### src/rtl/ctrl_pkg.sv
// Shared encodings for the multi-cycle main control sequencer: states, opcodes,
// ALU operation classes, mux selects and the packed control word.
package ctrl_pkg;

   localparam int unsigned STATE_W = 4;
   localparam int unsigned OP_W    = 6;
   localparam int unsigned ALUOP_W = 3;

   typedef enum logic [STATE_W-1:0] {
      S_FETCH     = 4'd0,
      S_DECODE    = 4'd1,
      S_MEM_ADDR  = 4'd2,
      S_MEM_READ  = 4'd3,
      S_MEM_WB    = 4'd4,
      S_MEM_WRITE = 4'd5,
      S_R_EXEC    = 4'd6,
      S_R_WB      = 4'd7,
      S_I_EXEC    = 4'd8,
      S_I_WB      = 4'd9,
      S_BRANCH    = 4'd10,
      S_JUMP      = 4'd11,
      S_ERROR     = 4'd12
   } state_t;

   localparam logic [OP_W-1:0] OP_RTYPE = 6'b000000;
   localparam logic [OP_W-1:0] OP_LW    = 6'b100011;
   localparam logic [OP_W-1:0] OP_SW    = 6'b101011;
   localparam logic [OP_W-1:0] OP_BEQ   = 6'b000100;
   localparam logic [OP_W-1:0] OP_J     = 6'b000010;
   localparam logic [OP_W-1:0] OP_ADDI  = 6'b001000;
   localparam logic [OP_W-1:0] OP_ANDI  = 6'b001100;
   localparam logic [OP_W-1:0] OP_ORI   = 6'b001101;
   localparam logic [OP_W-1:0] OP_SLTI  = 6'b001010;

   localparam logic [ALUOP_W-1:0] ALU_ADD   = 3'b000;
   localparam logic [ALUOP_W-1:0] ALU_SUB   = 3'b001;
   localparam logic [ALUOP_W-1:0] ALU_RTYPE = 3'b010;
   localparam logic [ALUOP_W-1:0] ALU_AND   = 3'b011;
   localparam logic [ALUOP_W-1:0] ALU_OR    = 3'b100;
   localparam logic [ALUOP_W-1:0] ALU_SLT   = 3'b111;

   localparam logic [1:0] SRCB_RT      = 2'b00;
   localparam logic [1:0] SRCB_FOUR    = 2'b01;
   localparam logic [1:0] SRCB_IMM     = 2'b10;
   localparam logic [1:0] SRCB_IMM_SH2 = 2'b11;

   localparam logic [1:0] PCSRC_ALU    = 2'b00;
   localparam logic [1:0] PCSRC_ALUOUT = 2'b01;
   localparam logic [1:0] PCSRC_JUMP   = 2'b10;

   typedef struct packed {
      logic                pc_write;
      logic                pc_write_cond;
      logic                i_or_d;
      logic                mem_read;
      logic                mem_write;
      logic                ir_write;
      logic                mem_to_reg;
      logic                reg_dst;
      logic                reg_write;
      logic                alu_src_a;
      logic [1:0]          alu_src_b;
      logic [1:0]          pc_source;
      logic [ALUOP_W-1:0]  alu_op;
      logic                illegal_op;
   } ctrl_word_t;

   localparam int unsigned CTRL_W = $bits(ctrl_word_t);

   // ALU class for the immediate-arithmetic group
   function automatic logic [ALUOP_W-1:0] imm_alu_op(input logic [OP_W-1:0] op);
      case (op)
         OP_ANDI: return ALU_AND;
         OP_ORI:  return ALU_OR;
         OP_SLTI: return ALU_SLT;
         default: return ALU_ADD;
      endcase
   endfunction

endpackage

### src/rtl/ctrl_output_decode.sv
// Combinational control-word decode from the current state, latched opcode
// and the memory-ready handshake (FETCH only).
module ctrl_output_decode
   import ctrl_pkg::*;
(
   input  logic [STATE_W-1:0] state,
   input  logic [OP_W-1:0]    op_latched,
   input  logic               mem_ready,
   output logic [CTRL_W-1:0]  ctrl
);

   ctrl_word_t cw;

   always_comb begin
      cw = '0;
      case (state_t'(state))
         S_FETCH: begin
            cw.mem_read  = 1'b1;
            cw.alu_src_b = SRCB_FOUR;
            cw.alu_op    = ALU_ADD;
            cw.pc_source = PCSRC_ALU;
            cw.ir_write  = mem_ready;
            cw.pc_write  = mem_ready;
         end
         S_DECODE: begin
            cw.alu_src_b = SRCB_IMM_SH2;
            cw.alu_op    = ALU_ADD;
         end
         S_MEM_ADDR: begin
            cw.alu_src_a = 1'b1;
            cw.alu_src_b = SRCB_IMM;
            cw.alu_op    = ALU_ADD;
         end
         S_MEM_READ: begin
            cw.mem_read = 1'b1;
            cw.i_or_d   = 1'b1;
         end
         S_MEM_WB: begin
            cw.reg_write  = 1'b1;
            cw.mem_to_reg = 1'b1;
         end
         S_MEM_WRITE: begin
            cw.mem_write = 1'b1;
            cw.i_or_d    = 1'b1;
         end
         S_R_EXEC: begin
            cw.alu_src_a = 1'b1;
            cw.alu_src_b = SRCB_RT;
            cw.alu_op    = ALU_RTYPE;
         end
         S_R_WB: begin
            cw.reg_write = 1'b1;
            cw.reg_dst   = 1'b1;
         end
         S_I_EXEC: begin
            cw.alu_src_a = 1'b1;
            cw.alu_src_b = SRCB_IMM;
            cw.alu_op    = imm_alu_op(op_latched);
         end
         S_I_WB: cw.reg_write = 1'b1;
         S_BRANCH: begin
            cw.alu_src_a     = 1'b1;
            cw.alu_src_b     = SRCB_RT;
            cw.alu_op        = ALU_SUB;
            cw.pc_write_cond = 1'b1;
            cw.pc_source     = PCSRC_ALUOUT;
         end
         S_JUMP: begin
            cw.pc_write  = 1'b1;
            cw.pc_source = PCSRC_JUMP;
         end
         S_ERROR: cw.illegal_op = 1'b1;
         default: cw = '0;
      endcase
   end

   assign ctrl = cw;

endmodule

### src/rtl/main_control_fsm.sv
// Multi-cycle main control sequencer: state register, opcode latch and
// retired-instruction counter around the combinational control decode.
module main_control_fsm
   import ctrl_pkg::*;
#(
   parameter int unsigned CNT_W = 16
)(
   input  logic             clk,
   input  logic             reset,
   input  logic [5:0]       opcode,
   input  logic             zero,
   input  logic             mem_ready,
   output logic             pc_write,
   output logic             pc_write_cond,
   output logic             i_or_d,
   output logic             mem_read,
   output logic             mem_write,
   output logic             ir_write,
   output logic             mem_to_reg,
   output logic             reg_dst,
   output logic             reg_write,
   output logic             alu_src_a,
   output logic [1:0]       alu_src_b,
   output logic [1:0]       pc_source,
   output logic [2:0]       ALUOpcode,
   output logic             illegal_op,
   output logic [CNT_W-1:0] instr_count,
   output logic [3:0]       state
);

   state_t            state_q, state_d;
   logic [OP_W-1:0]   opcode_q;
   logic [CNT_W-1:0]  count_q;
   logic              retire;
   logic [CTRL_W-1:0] ctrl_raw;
   ctrl_word_t        cw;

   // zero is consumed by the datapath's conditional PC write, not by sequencing
   logic unused_zero;
   assign unused_zero = zero;

   always_ff @(posedge clk) begin
      if (reset) begin
         state_q  <= S_FETCH;
         opcode_q <= '0;
         count_q  <= '0;
      end else begin
         state_q <= state_d;
         if (state_q == S_DECODE) opcode_q <= opcode;
         if (retire) count_q <= count_q + CNT_W'(1);
      end
   end

   always_comb begin
      state_d = state_q;
      retire  = 1'b0;
      case (state_q)
         S_FETCH:    if (mem_ready) state_d = S_DECODE;
         S_DECODE: begin
            case (opcode)
               OP_LW, OP_SW:                      state_d = S_MEM_ADDR;
               OP_RTYPE:                          state_d = S_R_EXEC;
               OP_BEQ:                            state_d = S_BRANCH;
               OP_J:                              state_d = S_JUMP;
               OP_ADDI, OP_ANDI, OP_ORI, OP_SLTI: state_d = S_I_EXEC;
               default:                           state_d = S_ERROR;
            endcase
         end
         S_MEM_ADDR: state_d = (opcode_q == OP_LW) ? S_MEM_READ : S_MEM_WRITE;
         S_MEM_READ: if (mem_ready) state_d = S_MEM_WB;
         S_MEM_WRITE: begin
            if (mem_ready) begin
               state_d = S_FETCH;
               retire  = 1'b1;
            end
         end
         S_R_EXEC:   state_d = S_R_WB;
         S_I_EXEC:   state_d = S_I_WB;
         S_MEM_WB, S_R_WB, S_I_WB, S_BRANCH, S_JUMP: begin
            state_d = S_FETCH;
            retire  = 1'b1;
         end
         S_ERROR:    state_d = S_ERROR;
         default:    state_d = S_FETCH;
      endcase
   end

   ctrl_output_decode u_decode (
      .state      (state_q),
      .op_latched (opcode_q),
      .mem_ready  (mem_ready),
      .ctrl       (ctrl_raw)
   );

   // Reset blanks every output immediately, before the state register updates
   assign cw            = reset ? '0 : ctrl_word_t'(ctrl_raw);
   assign pc_write      = cw.pc_write;
   assign pc_write_cond = cw.pc_write_cond;
   assign i_or_d        = cw.i_or_d;
   assign mem_read      = cw.mem_read;
   assign mem_write     = cw.mem_write;
   assign ir_write      = cw.ir_write;
   assign mem_to_reg    = cw.mem_to_reg;
   assign reg_dst       = cw.reg_dst;
   assign reg_write     = cw.reg_write;
   assign alu_src_a     = cw.alu_src_a;
   assign alu_src_b     = cw.alu_src_b;
   assign pc_source     = cw.pc_source;
   assign ALUOpcode     = cw.alu_op;
   assign illegal_op    = cw.illegal_op;
   assign instr_count   = reset ? '0 : count_q;
   assign state         = reset ? 4'd0 : state_q;

endmodule
### config.mk
export PLATFORM = sky130hd
export DESIGN_NAME = main_control_fsm
export DESIGN_NICKNAME = d
export VERILOG_FILES = /design/src/rtl/ctrl_pkg.sv /design/src/rtl/ctrl_output_decode.sv /design/src/rtl/main_control_fsm.sv
export SDC_FILE = /design/constraint.sdc
export NUM_CORES = 1
export LEC_CHECK = 0
export CAP_MARGIN = 0
export CORE_ASPECT_RATIO = 0.6
export CORE_MARGIN = 4
export CORE_UTILIZATION = 39
export CTS_CLUSTER_DIAMETER = 80
export CTS_CLUSTER_SIZE = 40
export DETAILED_ROUTE_END_ITERATION = 7
export PLACE_DENSITY = 0.66
export SLEW_MARGIN = 20
export SYNTH_ARGS = -nofsm -noshare
export SYNTH_HDL_FRONTEND = slang
export SYNTH_SLANG_ARGS = --single-unit
### constraint.sdc
create_clock -name clk -period 2.2 [get_ports clk]
set_clock_uncertainty 0.1 [all_clocks]
set_input_delay 0.44 -clock clk [delete_from_list [all_inputs] [get_ports clk]]
set_output_delay 0.44 -clock clk [all_outputs]
set_load 0.01 [all_outputs]
==> summary.txt, run 1 <==
Status
  – Status: finished, final reports clean

Synth
  – Area fraction of the dominant cell type after synthesis: 30.7%
  – Count of unique library cells instantiated by Yosys: 41
  – Asr flop ratio synth: 0%
  – Post-Synthesis Cells: 217
  – Prevailing post-synth register cell: dfxtp_1
  – Average cell area after synthesis: 7.82 sq um
  – Total nets after synthesis: 228
  – Main area contributors after synthesis: dfxtp_1 31%, nor2b_1 9.6%, nor2_1 7.1%
  – Syn. warnings: 0
  – EDFF count, synth: 0
  – Post-synthesis cell type with the largest combined area: dfxtp_1
  – Most numerous cell in the Yosys netlist: nor2_1
  – Register bit count reported by yosys: 26
  – Post-synthesis instance area: 1700 sq um
  – Synth cell count leaders: 32 x nor2_1, 26 x dfxtp_1, 26 x nor2b_1, 12 x xnor2_1, 11 x nand2_1
  – Sequential-to-total area share from yosys stat: 30.7%

Clocking
  – CTS tree: done
  – Clk root buf: clkbuf_8
  – Insertion delay of the later-clocked pin in the worst-skew pair: 0.27 ns
  – CTS H-tree depth: 1
  – Clock sink count: 26
  – TritonCTS Buffers: 3
  – Deepest clock path buffer count: 2
  – Clock transition at the register clock pins on the worst setup and hold paths after CTS: 0.10 ns

Power and ir drop
  – Internal power: 1.08 mW
  – Net switching power of the design: 500 uW
  – Logic pwr share: 40.5%
  – Clock share of power: 25.1%
  – Worst-case vdd ir drop: 0.000304 V
  – Leakage power of the design: 1.12 nW
  – Switching share of power: 31.7%
  – Pwr Total: 1.58 mW
  – Sequential fraction of design power: 34.4%
  – Power per cell area: 600 nW/um^2

Worst setup path
  – CP peak stage delay: 0.37 ns
  – Critical Path Start Type: register
  – Worst-path cell with the longest stage delay: dfxtp_4
  – Class of the most critical setup path: reg -> out
  – CP required: 1.66 ns
  – Worst endpoint data arrival time: 1.65 ns
  – Critical path, cell by cell: nor2_4, nand3_2, nor4_4, nor2_1, nor4_1, buf_2
  – Biggest fanout along the worst timing path: 2
  – CP Capture Type: output pin

GRT
  – Number of global-route vias before repair: 1585
  – Initial antenna violation count: 0
  – First-pass GRT wire length: 7.45 mm
  – Gr ovfl total: 0
  – Maximum number of pins on one net before global-route repair: 28
  – Overall fraction of global-route tracks in use: 16.9%

Place
  – Routability cong.: 0.805
  – Port Buffer Count: 46
  – Cell count after placement: 342
  – Hpwl dp: 3.54 mm

STA
  – Achievable frequency: 457 MHz
  – Final number of max-transition violations: 0
  – Summed negative setup slack over all endpoints: 0 ns
  – Max transition margin: 72.5%
  – Post-route clock period utilization: 99.5%
  – Post-Route Hold Slack: 0.433 ns
  – Minimum clock period after layout: 2.19 ns
  – Least-Margin Pin Slew: 0.407 ns
  – Count of endpoints failing hold in the final timing report: 0
  – Final setup vio count: 0
  – RSZ-0062 raised after global routing: yes

Route
  – Remaining design rule violation count: 0
  – Routed vias: 1790
  – Aggregate routed wire length: 4.80 mm
  – Number of DRC markers after the initial detailed-route iteration: 106
  – DR vias/cell: 5.07
  – Pre-antenna DRT Iters: 4
  – Remaining number of nets flagged by the antenna check after routing: 0
  – Wire per inst: 13.6 microns

Floorplan
  – Horizontal die dimension: 93.2 microns
  – Effective utilization at floorplan: 40.9%
  – IO Count: 48
  – Floorplan die height: 59.1 microns
  – Row count: 18
  – Area of the core: 4140 sq um
  – Die area: 5500 sq um

Cells and area
  – Filler cell count: 376
  – Antenna fix cells: 0
  – Net count of the finished layout: 305
  – Area growth syn-to-layout: 54.9%
  – Fraction of final layout cells with drive strength greater than 1: 23.5%
  – Final Instance Count excl. Fillers: 353

Flow run
  – Number of maximum-capacitance constraint violations: 0

Worst hold path
  – Min-delay worst type: reg -> reg
[registers in the layout, summed over array words and instances, names as in the netlist]
register and flops:
count_q 16, opcode_q 6, state_q 4
[repair_timing]
| action | CTS | global route |
|---|---|---|
| resized for setup | 40 | 22 |
| endpoints found under the setup margin | 18 | 9 |
| hold buffers | 0 | 0 |
| pin swaps | 1 | 4 |
| buffers inserted | 0 | 7 |
[final timing paths]
kind / startpoint / endpoint / slack (ns) / depth (start not counted)
hold reg to reg: count_q[3] / count_q[3] / 0.43 / 2
setup reg to reg: state_q[1] / count_q[10] / 0.14 / 7
hold / removal: count_q[3] / count_q[3] / 0.43 / 2
setup / recovery: state_q[1] / ALUOpcode[0] / 0.01 / 6
[cell type report]
type	count	area, sq um	area share [%]
multi-input combinational	175	1170	44.6
timing repair buffer	85	768	29.2
sequential	26	532	20.2
tap	60	75.1	2.86
clock buffer	3	41.3	1.57
clock inverter	1	30.0	1.14
inverter	3	11.3	0.428
[cells by family (layout without fill, tap and decap cells)]
logic type | after synthesis | in the layout | share of synthesized area (%)
AND/OR/NAND/NOR | 120 | 120 | 40.0
flip-flops | 26 | 26 | 30.7
buffers and inverters | 16 | 92 | 4.13
XOR/XNOR | 14 | 14 | 7.23
multiplexers | 7 | 7 | 4.13
adder cells (fa/ha/maj) | 1 | 1 | 0.737
AO/OA/AOI/OAI | 33 | 33 | 13.1
[worst max-delay path: cells and delay by family (launching register included)]
kind | cells | cell delay [ns]
simple gates | 5 | 0.81
flops | 1 | 0.37
buf+inv | 1 | 0.19
[metal layers]
metal	GRT usage, %	up-vias	part of all wire, %
met2	23.4	57	41
met5	0	-	0
met1	26.3	809	52
li1	-	918	-
met4	2.51	0	0.65
met3	4.44	6	7.0
[power groups by stage]
stage,Clock (mW),Sequential (mW),Combinational (mW)
CTS,0.407,0.530,0.578
floorplan,0,0.542,0.305
finish,0.396,0.542,0.640
detailed placement,0,0.538,0.573
global route,0.423,0.547,0.693
global placement,0,0.536,0.572
[through the flow]
step	utilization (%)	instance area [sq um]	worst slack (ns)
after floorplan	-	1700	0.239
after global placement	58.4	2420	-0.154
after detailed placement	58.4	2420	-0.180
after CTS	60.7	2520	-0.0128
after global routing	63.4	2630	-0.125
final	63.4	2630	0.0104
[cells in the final DEF (no fill, tap or decap), drive strengths merged, types with 3 or more instances in the layout]
| cell type | n |
|---|---|
| and3 | 3 |
| nand2 | 11 |
| nor3b | 3 |
| nor4b | 3 |
| nor3 | 12 |
| a21oi | 8 |
| xnor2 | 12 |
| dfxtp | 26 |
| o21ai | 6 |
| dlygate4sd2 | 13 |
| clkbuf | 4 |
| inv | 3 |
| a211oi | 6 |
| nand3 | 4 |
| buf | 42 |
| clkdlybuf4s50 | 24 |
| mux2i | 7 |
| dlymetal6s2s | 3 |
| nor2 | 32 |
| nand2b | 9 |
| nand4 | 3 |
| nor4 | 7 |
| nor2b | 26 |
(Power assumes the default switching activity.)
==> inputs of run 2 (changes only) <==
- SKIP_CTS_REPAIR_TIMING: not set -> 1
- clock period: 2.2 -> 2.5 ns (I/O delays scaled with it)
==> run 2 against run 1 <==
Net effect: the flow now finishes with violations (negative setup slack); clock-buffer cell count did not move; die area did not move; total power fell by 19%; clock power fell by 12%; largest power group is now registers.
==> summary.txt, run 2 (synthesized netlist as in run 1, its figures left out) <==
Worst setup path
  – Worst endpoint data arrival time: 2.00 ns
  – Cell depth of the worst flop-to-flop path: 7
  – CP required: 1.90 ns
  – Class of the most critical setup path: reg -> out
  – Critical Path Start Type: register
  – Biggest fanout along the worst timing path: 2
  – Worst-path cell with the longest stage delay: clkdlybuf4s50_1
  – Register-to-register path setup slack: 0.45 ns
  – CP Capture Type: output pin
  – CP peak stage delay: 0.55 ns
  – Critical path, cell by cell: nor2_1, nand3_1, nor4_4, a21oi_1, nor3_1, clkdlybuf4s50_1
  – Worst reg2reg startpoint: state_q[3]
  – Worst reg2reg endpoint: count_q[6]

Flow run
  – Number of maximum-capacitance constraint violations: 0

Cells and area
  – Registers with the most flip-flops: count_q: 16 flops, opcode_q: 6 flops, state_q: 4 flops
  – Filler cell count: 397
  – Flip-flop and latch area: 520 sq um
  – Max reg flops: 16
  – Area of the multi-input gates: 1140 sq um
  – Net count of the finished layout: 281
  – Most common cell after layout, fill and taps aside: clkdlybuf4s50_1
  – Area growth syn-to-layout: 42.0%
  – Antenna fix cells: 0
  – Fraction of final layout cells with drive strength greater than 1: 11.5%
  – Register ranked first by flip-flop count: count_q
  – Most frequent cells in the layout: 41 x clkdlybuf4s50_1, 31 x nor2_1, 26 x dfxtp_1, 25 x nor2b_1, 13 x buf_4

GRT
  – Number of global-route vias before repair: 1445
  – Overall fraction of global-route tracks in use: 15.7%
  – Initial antenna violation count: 0
  – Maximum number of pins on one net before global-route repair: 39
  – First-pass GRT wire length: 7.04 mm
  – Gr ovfl total: 0

STA
  – Final number of max-transition violations: 0
  – Achievable frequency: 385 MHz
  – Final setup vio count: 1
  – Post-route clock period utilization: 104%
  – RSZ-0062 raised after global routing: yes
  – Min setup slack post-route: -0.0980 ns
  – Max transition margin: 75.3%
  – Minimum clock period after layout: 2.60 ns
  – Count of endpoints failing hold in the final timing report: 0
  – Least-Margin Pin Slew: 0.366 ns

Floorplan
  – Die area: 5500 sq um
  – Floorplan die height: 59.1 microns
  – Horizontal die dimension: 93.2 microns
  – IO Count: 48
  – Area of the core: 4140 sq um
  – Effective utilization at floorplan: 40.9%
  – Row count: 18

Worst hold path
  – Hold worst-path end: opcode_q[2]
  – Hold Startpoint: opcode_q[2]
  – Cell depth of the worst min-delay path: 2
  – Min-delay worst type: reg -> reg

Power and ir drop
  – Power per cell area: 530 nW/um^2
  – Pwr Total: 1.28 mW
  – Leakage power of the design: 0.949 nW
  – Worst-case vdd ir drop: 0.000412 V

Status
  – Violations in the final reports: negative setup slack
  – Status: complete, but fails checks

Route
  – Pre-antenna DRT Iters: 4
  – Routed vias: 1668
  – Aggregate routed wire length: 4.18 mm
  – Remaining number of nets flagged by the antenna check after routing: 0
  – Remaining design rule violation count: 0
  – Wire per inst: 12.7 microns
  – DR vias/cell: 5.07
  – Number of DRC markers after the initial detailed-route iteration: 107

Place
  – Port Buffer Count: 46
  – Hpwl dp: 3.14 mm
  – Setup slack at placement: 0.0261 ns
  – Routability cong.: 0.796

Clocking
  – TritonCTS Buffers: 3
  – CTS tree: done
  – Clock transition at the register clock pins on the worst setup and hold paths after CTS: 0.09 ns
  – Deepest clock path buffer count: 2
  – Clock sink count: 26
  – Clk root buf: clkbuf_8
  – Insertion delay of the later-clocked pin in the worst-skew pair: 0.27 ns
  – CTS H-tree depth: 1
run 2: worst max-delay path by stage:
stage                    start            to  slack [ns]
floorplan                reset  pc_source[0]        0.42
detailed placement   mem_ready      pc_write        0.03
finish              state_q[0]  ALUOpcode[1]        -0.1
CTS                 state_q[0]  ALUOpcode[0]       -0.23
global route        state_q[0]  ALUOpcode[1]       -0.26
global placement     mem_ready      pc_write        0.02
run 2: worst max-delay path: cells and delay by family, from the launching register on:
kind,cells,cell delay [ns]
simple gates,4,0.78
buf+inv,1,0.55
flops,1,0.32
compound gates,1,0.07
run 2: routing by layer:
metal	wire length, microns	global-route usage, %
met2	1550	19.5
met5	0	0
met1	2340	26.3
met3	269	4.31
met4	13	1.25
run 2: stage by stage:
step	setup TNS (ns)	hold slack [ns]	util, %	instances	instance area [sq um]
2_1_floorplan	0	0.369	-	217	1700
3_3_place_gp	0	0.390	55.3	325	2290
3_5_place_dp	0	0.407	55.3	325	2290
4_1_cts	-0.564	0.428	57.1	329	2360
5_1_grt	-0.536	0.463	58.1	329	2410
6_report	-0.0980	0.431	58.1	329	2410
run 2: layout make-up:
class / count / share of cell area, %
well taps: 60 / 3.12
repair buffers: 61 / 24.7
multi-input cells: 175 / 47.2
clock inverters: 1 / 1.25
inverters: 3 / 0.468
clock buffers: 3 / 1.71
flip-flops and latches: 26 / 21.6
run 2: power breakdown:
part	internal [mW]	total [mW]	switching, mW	leakage (nW)
Sequential	0.445	0.471	0.0257	0.210
Combinational	0.215	0.458	0.243	0.703
Clock	0.214	0.348	0.134	0.0357
Total	0.874	1.28	0.403	0.949
==> inputs of run 3 (changes only) <==
- CORE_UTILIZATION: 39 -> 35
- PLACE_DENSITY: 0.66 -> 0.61
- SLEW_MARGIN: 20 -> 0
- TNS_END_PERCENT: not set -> 100
==> run 3 against run 2 <==
Net effect: the run now ends clean; critical path depth fell by 2; routed wire length up 7.4%; combinational power is 7.6% higher; fmax rose by 10%; design area up 2.0%; sequential power about the same; global-route usage is 0.87 points lower; critical path type unchanged.
==> summary.txt, run 3 (synthesized netlist as in run 1, its figures left out) <==
GRT
  – Number of global-route vias before repair: 1499
  – Overall fraction of global-route tracks in use: 14.8%
  – Initial antenna violation count: 0
  – First-pass GRT wire length: 7.31 mm
  – Maximum number of pins on one net before global-route repair: 40
  – Gr ovfl total: 0

STA
  – RSZ-0062 raised after global routing: no
  – Post-Route Hold Slack: 0.442 ns
  – Min setup slack post-route: 0.143 ns
  – Final setup vio count: 0
  – Final number of max-transition violations: 0
  – Achievable frequency: 424 MHz
  – Count of endpoints failing hold in the final timing report: 0
  – Least-Margin Pin Slew: 0.407 ns
  – Max transition margin: 72.8%
  – Post-route clock period utilization: 94.3%
  – Minimum clock period after layout: 2.36 ns

Cells and area
  – Max reg flops: 16
  – Final cell area excluding filler cells: 2460 sq um
  – Register ranked first by flip-flop count: count_q
  – Net count of the finished layout: 282
  – Area growth syn-to-layout: 44.8%
  – Most common cell after layout, fill and taps aside: clkdlybuf4s50_1
  – Filler cell count: 466
  – Fraction of final layout cells with drive strength greater than 1: 13.0%
  – Most frequent cells in the layout: 35 x clkdlybuf4s50_1, 30 x nor2_1, 26 x dfxtp_1, 24 x nor2b_1, 12 x xnor2_1
  – Registers with the most flip-flops: count_q: 16 flops, opcode_q: 6 flops, state_q: 4 flops
  – Final Instance Count excl. Fillers: 333
  – Antenna fix cells: 0

Worst hold path
  – Min-delay worst type: reg -> reg

Status
  – Status: finished, final reports clean

Worst setup path
  – CP required: 1.90 ns
  – Critical path, cell by cell: buf_6, nand2b_1, nor3_2, clkdlybuf4s50_1
  – CP Capture Type: output pin
  – Worst-path cell with the longest stage delay: clkdlybuf4s50_1
  – Class of the most critical setup path: reg -> out
  – Biggest fanout along the worst timing path: 21
  – Worst endpoint data arrival time: 1.76 ns
  – Critical Path Start Type: register
  – CP peak stage delay: 0.57 ns

Power and ir drop
  – Logic pwr share: 37.6%
  – Worst-case vdd ir drop: 0.000308 V
  – Sequential fraction of design power: 36.0%
  – Power per cell area: 533 nW/um^2
  – Internal power: 899 uW
  – Clock share of power: 26.4%
  – Switching share of power: 31.4%
  – Leakage power of the design: 1.07 nW
  – Net switching power of the design: 411 uW
  – Pwr Total: 1.31 mW

Route
  – Routed vias: 1680
  – Wire per inst: 13.5 microns
  – Remaining number of nets flagged by the antenna check after routing: 0
  – Number of DRC markers after the initial detailed-route iteration: 94
  – Highest metal used: met4
  – DR vias/cell: 5.05
  – Routed length on met1: 2.52 mm
  – Aggregate routed wire length: 4.48 mm
  – Remaining design rule violation count: 0
  – Routed length on met2: 1.66 mm
  – Sum of met3 wire segment lengths after detailed routing: 284 microns
  – Pre-antenna DRT Iters: 4

Floorplan
  – Effective utilization at floorplan: 36.6%
  – IO Count: 48
  – Area of the core: 4640 sq um
  – Horizontal die dimension: 97.9 microns
  – Floorplan die height: 61.9 microns
  – Row count: 19
  – Die area: 6060 sq um

Place
  – Port Buffer Count: 46
  – Hpwl dp: 3.38 mm
  – Cell Area, Placed: 2290 sq um
  – Cell count after placement: 326
  – Routability cong.: 0.833
  – Setup slack at placement: 0.0135 ns

Clocking
  – Clock sink count: 26
  – Clk root buf: clkbuf_8
  – CTS H-tree depth: 1
  – CTS tree: done
  – Insertion delay of the later-clocked pin in the worst-skew pair: 0.27 ns
  – Clock transition at the register clock pins on the worst setup and hold paths after CTS: 0.09 ns
  – TritonCTS Buffers: 3
  – Deepest clock path buffer count: 2

Flow run
  – Number of maximum-capacitance constraint violations: 0
## run 3: cell count changes in the layout (fill, tap and decap cells not counted), moves of 2 or more
cell and change:
buf_4 -2, dlymetal6s2s_1 +6, buf_6 +2, clkdlybuf4s50_1 -6
## run 3: layer usage
metal  global-route usage [%]  vias to the layer above
met4                     2.96                        0
met1                     22.3                      774
met5                        0                        -
met2                     21.2                       36
met3                     3.90                        2
li1                         -                      868
## run 3: worst paths after layout
kind	start	cells after the start	to	slack (ns)
worst min-delay path	count_q[3]	2	count_q[3]	0.44
worst max-delay path	state_q[1]	4	mem_write	0.14
worst min register to register	count_q[3]	2	count_q[3]	0.44
worst max register to register	state_q[3]	7	count_q[6]	0.44
## run 3: cell type report
class                      count  area (sq um)  share of cell area, %
inverter                       3          11.3                  0.458
tap                           63          78.8                   3.21
clock buffer                   3          41.3                   1.68
timing repair buffer          62           637                   25.9
multi-input combinational    175          1140                   46.3
clock inverter                 1          30.0                   1.22
sequential                    26           520                   21.2
## run 3: power by group through the flow
stage               logic (mW)  clock network, mW  registers (mW)
global placement         0.452                  0           0.478
finish                   0.493              0.346           0.472
detailed placement       0.456                  0           0.480
floorplan                0.268                  0           0.477
CTS                      0.458              0.355           0.470
global route             0.538              0.373           0.477
## run 3: critical path: cells and delay by family, from the launching register on
| family | cells | cell delay (ns) |
|---|---|---|
| buf+inv | 2 | 0.73 |
| simple gates | 2 | 0.43 |
| flops | 1 | 0.33 |
## run 3: per-stage QoR
step                utilization (%)  TNS (ns)
floorplan                         -         0
global placement               49.5         0
detailed placement             49.5         0
CTS                            51.0    -0.707
global route                   53.0         0
finish                         53.0         0
